==> src/rtl/ctrl_pkg.sv <==
// Shared opcode/control-word constants, FSM state type and decode result type
// for the sequenced control unit.
package ctrl_pkg;

    localparam int unsigned OPCODE_W = 7;
    localparam int unsigned SIG_W    = 23;

    typedef enum logic [1:0] {
        RUN  = 2'd0,
        IMM  = 2'd1,
        HALT = 2'd2
    } state_e;

    localparam logic [OPCODE_W-1:0] OP_NOT  = 7'b0010001;
    localparam logic [OPCODE_W-1:0] OP_INC  = 7'b0000011;
    localparam logic [OPCODE_W-1:0] OP_OUT  = 7'b0011001;
    localparam logic [OPCODE_W-1:0] OP_IN   = 7'b0011000;
    localparam logic [OPCODE_W-1:0] OP_HLT  = 7'b1100001;
    localparam logic [OPCODE_W-1:0] OP_NOP  = 7'b1101000;
    localparam logic [OPCODE_W-1:0] OP_SETC = 7'b1100010;
    localparam logic [OPCODE_W-1:0] OP_MOV  = 7'b0010101;
    localparam logic [OPCODE_W-1:0] OP_ADD  = 7'b0001101;
    localparam logic [OPCODE_W-1:0] OP_SUB  = 7'b0001001;
    localparam logic [OPCODE_W-1:0] OP_AND  = 7'b0001111;
    localparam logic [OPCODE_W-1:0] OP_IADD = 7'b0100000;

    localparam logic [SIG_W-1:0] SIG_NOT  = 23'b01110111000101001100011;
    localparam logic [SIG_W-1:0] SIG_INC  = 23'b01110110000100001100011;
    localparam logic [SIG_W-1:0] SIG_OUT  = 23'b01100111000101011100011;
    localparam logic [SIG_W-1:0] SIG_IN   = 23'b01111111000101011100011;
    localparam logic [SIG_W-1:0] SIG_HLT  = 23'b00000011000001110000000;
    localparam logic [SIG_W-1:0] SIG_NOP  = 23'b01100111000001110100000;
    localparam logic [SIG_W-1:0] SIG_SETC = 23'b01100111000000011100010;
    localparam logic [SIG_W-1:0] SIG_MOV  = 23'b01110111000101011100011;
    localparam logic [SIG_W-1:0] SIG_ADD  = 23'b01110111000100001100011;
    localparam logic [SIG_W-1:0] SIG_SUB  = 23'b01110111000100101100011;
    localparam logic [SIG_W-1:0] SIG_AND  = 23'b01110111000100111100011;
    localparam logic [SIG_W-1:0] SIG_IADD = 23'b10110111100100001100011;

    typedef struct packed {
        logic [SIG_W-1:0] sig_word;
        logic             is_legal;
        logic             is_iadd;
        logic             is_hlt;
    } decode_t;

endpackage

==> src/rtl/ctrl_decode_rom.sv <==
// Combinational opcode decoder; unknown opcodes map to the NOP word.
module ctrl_decode_rom
    import ctrl_pkg::*;
(
    input  logic [OPCODE_W-1:0] opcode,
    output decode_t             dec_c
);

    always_comb begin
        dec_c = '{sig_word: SIG_NOP, is_legal: 1'b1, is_iadd: 1'b0, is_hlt: 1'b0};
        case (opcode)
            OP_NOT:  dec_c.sig_word = SIG_NOT;
            OP_INC:  dec_c.sig_word = SIG_INC;
            OP_OUT:  dec_c.sig_word = SIG_OUT;
            OP_IN:   dec_c.sig_word = SIG_IN;
            OP_HLT: begin
                dec_c.sig_word = SIG_HLT;
                dec_c.is_hlt   = 1'b1;
            end
            OP_NOP:  dec_c.sig_word = SIG_NOP;
            OP_SETC: dec_c.sig_word = SIG_SETC;
            OP_MOV:  dec_c.sig_word = SIG_MOV;
            OP_ADD:  dec_c.sig_word = SIG_ADD;
            OP_SUB:  dec_c.sig_word = SIG_SUB;
            OP_AND:  dec_c.sig_word = SIG_AND;
            OP_IADD: begin
                dec_c.sig_word = SIG_IADD;
                dec_c.is_iadd  = 1'b1;
            end
            default: dec_c.is_legal = 1'b0;
        endcase
    end

endmodule

==> src/rtl/ctrl_unit_seq.sv <==
// Sequenced control unit: valid/ready instruction intake, one-cycle registered
// control-word issue, IADD immediate sequencing, HALT, stall/flush, issue counter.
module ctrl_unit_seq #(
    parameter int unsigned INSTR_W  = 16,
    parameter int unsigned OPCODE_W = 7,
    parameter int unsigned SIG_W    = 23,
    parameter int unsigned CNT_W    = 16
) (
    input  logic               clk,
    input  logic               reset,
    input  logic [INSTR_W-1:0] instr,
    input  logic               instr_valid,
    output logic               instr_ready,
    input  logic               stall,
    input  logic               flush,
    input  logic               resume,
    output logic [SIG_W-1:0]   signals,
    output logic               sig_valid,
    output logic [INSTR_W-1:0] imm_out,
    output logic               imm_valid,
    output logic               illegal,
    output logic               halted,
    output logic [CNT_W-1:0]   issue_cnt
);

    import ctrl_pkg::*;

    localparam int unsigned ROM_OPC_W = ctrl_pkg::OPCODE_W;

    state_e               state_q, state_d;
    logic [SIG_W-1:0]     signals_q, signals_d;
    logic                 sig_valid_q, sig_valid_d;
    logic [INSTR_W-1:0]   imm_q, imm_d;
    logic                 imm_valid_q, imm_valid_d;
    logic                 illegal_q, illegal_d;
    logic                 halted_q, halted_d;
    logic [CNT_W-1:0]     cnt_q, cnt_d;

    logic [OPCODE_W-1:0]  opcode_c;
    decode_t              dec_c;
    logic                 accept_c;

    assign opcode_c    = instr[INSTR_W-1 -: OPCODE_W];
    assign instr_ready = !stall && (state_q == RUN || state_q == IMM);
    assign accept_c    = instr_valid && instr_ready;

    ctrl_decode_rom u_rom (
        .opcode (ROM_OPC_W'(opcode_c)),
        .dec_c  (dec_c)
    );

    // Flush beats stall beats normal operation; stall freezes every register.
    always_comb begin
        state_d     = state_q;
        signals_d   = signals_q;
        sig_valid_d = sig_valid_q;
        imm_d       = imm_q;
        imm_valid_d = imm_valid_q;
        illegal_d   = illegal_q;
        halted_d    = halted_q;
        cnt_d       = cnt_q;

        if (flush) begin
            sig_valid_d = 1'b0;
            imm_valid_d = 1'b0;
            illegal_d   = 1'b0;
            signals_d   = SIG_W'(SIG_NOP);
            if (state_q == IMM) begin
                state_d = RUN;
            end else if (state_q == HALT && resume && !stall) begin
                state_d  = RUN;
                halted_d = 1'b0;
            end
        end else if (!stall) begin
            sig_valid_d = 1'b0;
            imm_valid_d = 1'b0;
            illegal_d   = 1'b0;
            case (state_q)
                RUN: begin
                    if (accept_c) begin
                        if (dec_c.is_iadd) begin
                            state_d = IMM;
                        end else begin
                            signals_d   = SIG_W'(dec_c.sig_word);
                            sig_valid_d = 1'b1;
                            illegal_d   = !dec_c.is_legal;
                            cnt_d       = cnt_q + CNT_W'(1);
                            if (dec_c.is_hlt) begin
                                state_d  = HALT;
                                halted_d = 1'b1;
                            end
                        end
                    end
                end
                IMM: begin
                    // Second IADD word is raw immediate data, never decoded.
                    if (accept_c) begin
                        signals_d   = SIG_W'(SIG_IADD);
                        sig_valid_d = 1'b1;
                        imm_d       = instr;
                        imm_valid_d = 1'b1;
                        cnt_d       = cnt_q + CNT_W'(1);
                        state_d     = RUN;
                    end
                end
                HALT: begin
                    if (resume) begin
                        state_d  = RUN;
                        halted_d = 1'b0;
                    end
                end
                default: begin
                    state_d  = RUN;
                    halted_d = 1'b0;
                end
            endcase
        end
    end

    always_ff @(posedge clk or negedge reset) begin
        if (!reset) begin
            state_q     <= RUN;
            signals_q   <= '0;
            sig_valid_q <= 1'b0;
            imm_q       <= '0;
            imm_valid_q <= 1'b0;
            illegal_q   <= 1'b0;
            halted_q    <= 1'b0;
            cnt_q       <= '0;
        end else begin
            state_q     <= state_d;
            signals_q   <= signals_d;
            sig_valid_q <= sig_valid_d;
            imm_q       <= imm_d;
            imm_valid_q <= imm_valid_d;
            illegal_q   <= illegal_d;
            halted_q    <= halted_d;
            cnt_q       <= cnt_d;
        end
    end

    assign signals   = signals_q;
    assign sig_valid = sig_valid_q;
    assign imm_out   = imm_q;
    assign imm_valid = imm_valid_q;
    assign illegal   = illegal_q;
    assign halted    = halted_q;
    assign issue_cnt = cnt_q;

endmodule

==> config.mk <==
export PLATFORM = sky130hd
export DESIGN_NAME = ctrl_unit_seq
export DESIGN_NICKNAME = d
export VERILOG_FILES = /design/src/rtl/ctrl_pkg.sv /design/src/rtl/ctrl_decode_rom.sv /design/src/rtl/ctrl_unit_seq.sv
export SDC_FILE = /design/constraint.sdc
export NUM_CORES = 1
export LEC_CHECK = 0
export ABC_AREA = 1
export BUFFER_PORTS_ARGS = -buffer_cell sky130_fd_sc_hd__buf_4
export CORE_UTILIZATION = 59
export DETAILED_ROUTE_END_ITERATION = 8
export PLACE_DENSITY = 0.87
export RECOVER_POWER = 100
export SETUP_SLACK_MARGIN = 0.2
export SLEW_MARGIN = 20
export SYNTH_ARGS = -nofsm -noshare
export SYNTH_HDL_FRONTEND = slang
export SYNTH_HIERARCHICAL = 1
export SYNTH_SLANG_ARGS = --single-unit
==> constraint.sdc <==
create_clock -name clk -period 2.5 [get_ports clk]
set_input_delay 0.375 -clock clk [delete_from_list [all_inputs] [get_ports clk]]
set_output_delay 0.375 -clock clk [all_outputs]
set_load 0.05 [all_outputs]
==> After elaboration in Yosys (flattened, before gate mapping) <==
Index checks and enable logic that the tools add are counted.
{ "totals": {"reg_bits": 61, "inputBits": 22, "out_inout_bits": 60, "elab_cells": 101} }
{ "op_classes": {"add_sub_neg": 1, "n_eq_ne": 26, "mux": 47, "bitwise": 3, "reduce_logical": 16} }
{ "ops": {"columns": ["op", "count"], "rows": [
  ["one-hot mux 23 bit (11 select lines)", 1],
  ["two-way mux 23 bit", 5],
  ["two-way mux 16 bit", 3],
  ["one-hot mux 23 bit (2 select lines)", 1],
  ["one-hot mux 16 bit (2 select lines)", 1],
  ["== test 7 x 5 -> 1 bit (second input constant)", 4],
  ["two-way mux 1 bit", 24],
  ["== test 7 x 4 -> 1 bit (second input constant)", 3],
  ["== test 7 bit (second input constant)", 3],
  ["two-way mux 2 bit", 9],
  ["adder 16 x 1 -> 16 bit (second input constant)", 1],
  ["inequality test 3 bit (second input constant)", 5],
  ["AND reduction 6 bit", 2],
  ["OR reduction 12 bit", 1],
  ["== test 7 x 2 -> 1 bit (second input constant)", 1],
  ["== test 7 x 6 -> 1 bit (second input constant)", 1],
  ["AND reduction 7 bit", 1],
  ["inequality test 2 bit (second input constant)", 3],
  ["one-hot mux 2 bit (3 select lines)", 1],
  ["AND reduction 5 bit", 1],
  ["logical AND 1 bit", 4],
  ["inequality test 2 x 1 -> 1 bit (second input constant)", 2],
  ["inequality test 4 bit (second input constant)", 1],
  ["AND reduction 4 bit", 1],
  ["other kinds (11)", 14]
]} }

==> Longest topological paths before layout <==
{ "logic_depth": {"ltp_word": 9, "ltp_mapped": 12, "ltp_nobuf": 12} }

==> Cells and area by module <==
The synthesis kept the hierarchy.
{ "by_module_without_submodules": {"columns": ["module", "instances", "cells_per_inst", "area_each_um2", "seq_area_each_um2"], "rows": [
  ["ctrl_unit_seq", 1, 360, 2934.1, 1526.5],
  ["ctrl_decode_rom", 1, 95, 500.5, 0.0]
]} }

==> Least setup slack after synthesis <==
No wires, ideal clock.
{ "synth_path": {"path_type": "reg2reg", "start": "reg cnt_q[0], in the netlist issue_cnt[0]", "end": "reg cnt_q[8], in the netlist issue_cnt[8]", "setup_time_ns": 0.123, "arrival_time_ns": 1.567, "t_required_ns": 2.377, "slack_ns": 0.811, "stages_incl_launch_ff": 8, "path_buffers": 0, "period_less_slack_ns": 1.689, "path_cell_list": "dfrtp_1 > ha_1 > inv_1 > nor2_1 > nand2_1 > xor2_1 > nand2_1 > o21ai_1"} }
{ "synth_between": {"elab_chain_len": 4, "elab_cells_between_ends": 5, "classes_between": "1 x add/sub; 4 x mux"} }
{ "synth_rtl": {"columns": ["element", "line_no", "source"], "rows": [
  ["start: declaration", "ctrl_unit_seq.sv:37", "logic [CNT_W-1:0] cnt_q, cnt_d;"],
  ["start signal: assignment", "ctrl_unit_seq.sv:138", "cnt_q <= cnt_d;"],
  ["adder 16 x 1 -> 16 bit *", "ctrl_unit_seq.sv:87, ctrl_unit_seq.sv:102", null],
  ["two-way mux 16 bit", "ctrl_unit_seq.sv:81", "if (dec_c.is_iadd) begin"],
  ["two-way mux 16 bit", "ctrl_unit_seq.sv:80", "if (accept_c) begin"],
  ["one-hot mux 16 bit (2 select lines) *", "ctrl_unit_seq.sv:78", "case (state_q)"]
]} }
Mark *: on every way between the ends. The rest lies on a longest branch, timed or not. The select of a mux whose other input is x is not followed.
A chain may end at the register's enable or synchronous reset.

==> Worst setup path in the final report <==
{ "layout_path": {"start": "reg state_q[1]", "end": "reg cnt_q[14], in the netlist issue_cnt[14]"} }
{ "layout_between": {"elab_chain_len": 6, "elab_cells_between_ends": 11, "classes_between": "4 x eq/ne; 1 x mux; 6 x reduce/logical"} }
{ "layout_rtl": {"columns": ["element", "line_no", "source"], "rows": [
  ["start: declaration", "ctrl_unit_seq.sv:30", "state_e state_q, state_d;"],
  ["start signal: assignment", "ctrl_unit_seq.sv:131", "state_q <= state_d;"],
  ["== test 2 x 1 -> 1 bit or zero test 2 bit (tied branches)", "ctrl_unit_seq.sv:44, ctrl_unit_seq.sv:78", null],
  ["logical OR 1 bit", "ctrl_unit_seq.sv:44", "assign instr_ready = !stall && (state_q == RUN || state_q == IMM);"],
  ["logical AND 1 bit", "ctrl_unit_seq.sv:44", null],
  ["logical AND 1 bit", "ctrl_unit_seq.sv:45", "assign accept_c = instr_valid && instr_ready;"],
  ["inequality test 2 bit (no line)", null, null],
  ["AND reduction 6 bit (no line)", null, null]
]} }
Several ways; a longest one is shown, not always the timed one.

==> flow_metrics.py <==
metrics = {
    "sta": {
        "rsz0062_at_grt": "false",
        "setup-tns-final_ns": 0,
        "finalCriticalPeriod_ns": 1.99,
        "tightest_slew_ns": 1.48,
        "whs_ns": 0.224,
        "slew_violations": 0,
        "clock_skew_ns": 0.00708,
        "fmax_mhz": 502,
        "setup_viol": 0,
        "final-hold-violation-count": 0,
        "final_min_period_over_clock_period_pct": 79.8,
        "relSlewSlack_pct": 1.15,
    },
    "drt": {
        "ant_nets": 0,
        "viasPerCell": 5.19,
        "drtIter0Drc": 237,
        "vias": 3171,
        "drt-total-wl_microns": 7640,
        "drt-wirelength-per-cell_microns": 12.5,
        "dr.pass1.iters": 5,
        "drc": 0,
    },
    "synth": {
        "ys_warn_count": 6,
        "synth_edf_count": 0,
        "async_reset_ff_share_pct": 100,
        "synth_top_family_by_area": "simple AND/OR/NAND/NOR gates",
        "synth.ff_latch_count": 61,
        "synth_seq_area_share_pct": 44.4,
        "synth_compound_area_share_pct": 4.19,
        "synth-simple-area-share_pct": 38.9,
        "syn_area_sq_um": 3430,
        "synth_adder_area_share_pct": 0.364,
        "ys_types": 28,
        "synth_mux_area_share_pct": 0,
        "synth-xor-area-share_pct": 2.26,
        "synthCells": 455,
        "syn_area_per_cell_sq_um": 7.55,
        "post-synth-top-count-cell": "nand2_1",
        "yosys-top-cells-area": "dfrtp_1, nand2_1, nand3_1, nor2_1, inv_1",
        "synth_commonest_cells": "nand2_1, dfrtp_1, nor2_1",
        "synthFlopType": "dfrtp_1",
        "yosys.area.top_type_share_pct": 44.4,
        "synth_top_cell_by_area": "dfrtp_1",
    },
    "layout": {
        "diodes": 0,
        "finish.utilization_pct": 70.2,
        "fin_nets": 557,
        "drive_gt1_share_pct": 13.4,
        "area.growth.synth_to_final_pct": 13.9,
    },
    "worst_setup_path": {
        "max_stage_delay_ns": 0.47,
        "critPathKind": "reg -> reg",
        "critPathBufInv": 2,
        "worstSetupStartpoint": "state_q[1]",
        "critPathSlowestCell": "nor2_4",
        "required_ns": 2.74,
        "critPathLaunchType": "flip-flop",
        "cp_cell_sequence": "inv_1 -> nand2_1 -> nor2_1 -> nand2_1 -> nor2_4 -> inv_1 -> nand2_1 -> nand2_1",
        "crit_top_cell": "nand2_1",
        "crit_fanout": 25,
        "worst_setup_path_end_kind": "flip-flop",
        "regToRegStartpoint": "state_q[1]",
        "arrival_ns": 2.23,
        "path_delay_family": "simple AND/OR/NAND/NOR gates",
    },
    "power": {
        "p_int_uw": 1790,
        "seqPwrFrac_pct": 39.9,
        "switchingPower_uw": 1350,
        "swShare_pct": 43.1,
        "p_comb_share_pct": 32.2,
        "power_density_nw_per_um2": 802,
        "p_total_uw": 3140,
        "power.share.clock_pct": 27.9,
        "p_leak_uw": 0.00203,
        "ir_drop_v": 0.000559,
    },
    "clock_tree": {
        "post_cts.repair.setup_buffers": 0,
        "path_clk_slew_ns": 0.08,
        "clk_latency_ns": 0.34,
        "cts_made_buffers": 9,
        "cts_tree": "done",
        "htreeDepth": 3,
        "clk_path_buf_depth": 2,
        "cts_sinks": 61,
        "cts_hold_buffers": 0,
        "ctsResizeCount": 0,
        "cts_root_buffer": "clkbuf_8",
    },
    "hold_path": {
        "hold_path.class": "in -> reg",
        "hp-start": "instr[5]",
    },
    "floorplanning": {
        "rows": 27,
        "initial_core_util_pct": 61.6,
        "io_pins": 82,
        "die_h_microns": 78.3,
        "dieArea_sq_um": 6130,
        "core_area_sq_um": 5570,
        "die_w_microns": 78.3,
    },
    "global_route": {
        "grt_max_degree": 62,
        "first_global_vias": 2982,
        "grt_first_pass_wirelength_microns": 13000,
        "track_usage_pct": 27.5,
        "grt-ovfl-total": 0,
        "antenna_found_initial": 0,
    },
    "placement": {
        "io_buffer_count": 81,
        "dp.final_hpwl_microns": 5670,
        "gp_congestion": 0.876,
    },
    "outcome": {
        "status": "finished, final reports clean",
    },
    "run": {
        "maxCapViolations": 0,
    },
}
-- power groups by stage --
stage | combinational (uW) | clock [uW] | sequential, uW
floorplan | 418 | 0 | 1650
global placement | 1110 | 0 | 1270
detailed placement | 1130 | 0 | 1280
CTS | 1140 | 891 | 1260
global route | 1090 | 936 | 1270
finish | 1010 | 874 | 1250
-- per-layer routing --
| metal | part of all wire (%) | track usage, % | wire, microns |
|---|---|---|---|
| met1 | 43 | 33.1 | 3260 |
| met2 | 49 | 46.2 | 3730 |
| met3 | 6.1 | 6.86 | 469 |
| met4 | 2.4 | 13.1 | 183 |
| met5 | 0 | 0 | 0 |
-- final cells by class --
class                   count  area [sq um]
repair buffers             82           380
flip-flops and latches     61          1530
clock inverters             7          76.3
fillers                   510          1660
clock buffers               9           124
well taps                  72          90.1
multi-input cells         337          1550
inverters                  43           166
-- worst paths after layout --
path / cells after the start / end / slack [ns]
worst max-delay path: 8 / issue_cnt[14] / 0.51
worst min-delay path: 3 / imm_out[5] / 0.22
worst max register to register: 8 / issue_cnt[14] / 0.51
worst min register to register: 2 / imm_out[15] / 0.48
max in group asynchronous: 1 / issue_cnt[9] / 1.23
min in group asynchronous: 1 / issue_cnt[6] / 0.36
-- cell families (layout without fill, tap and decap cells) --
logic type	after synthesis	after routing
and+or+nand+nor	296	296
buffers and inverters	62	141
DFF	61	61
AOI/OAI and AO/OA	25	25
xor gates and xnor gates	8	8
other	2	7
adders and majority gates	1	1
-- cell usage in the layout (no fill, tap or decap), types with 2 or more instances in the layout --
cell type and n:
buf_4 19, clkbuf_1 62, clkbuf_8 9, clkinv_4 3
clkinvlp_4 2, conb_1 7, dfrtp_1 61, inv_1 34
inv_2 7, inv_4 2, nand2_1 187, nand2_2 13
nand3_1 30, nand4_1 9, nor2_1 39, nor2_2 5
nor2_4 5, nor3_1 4, o21ai_0 18, o22a_1 5
xnor2_1 3, xor2_1 4
-- sequential cells by signal (all words and copies together), names as in the netlist --
register	flops
signals	23
halted	1
imm_out	16
illegal	1
imm_valid	1
sig_valid	1
state_q	2
issue_cnt	16
-- through the flow --
step / setup WS, ns / instance area [sq um] / instances
2_1_floorplan: 0.811 / 3450 / 460
3_3_place_gp: 0.531 / 4000 / 595
3_5_place_dp: 0.424 / 4000 / 595
4_1_cts: 0.679 / 4200 / 611
5_1_grt: 0.267 / 3910 / 611
6_report: 0.506 / 3910 / 611
-- worst reg2reg max path, cell delays in order (launching register included) --
cell	delay [ns]
dfrtp_1	0.43
inv_1	0.15
nand2_1	0.09
nor2_1	0.14
nand2_1	0.21
nor2_4	0.48
inv_1	0.22
nand2_1	0.12
nand2_1	0.06
No activity file was read; power rests on OpenSTA's default activity.
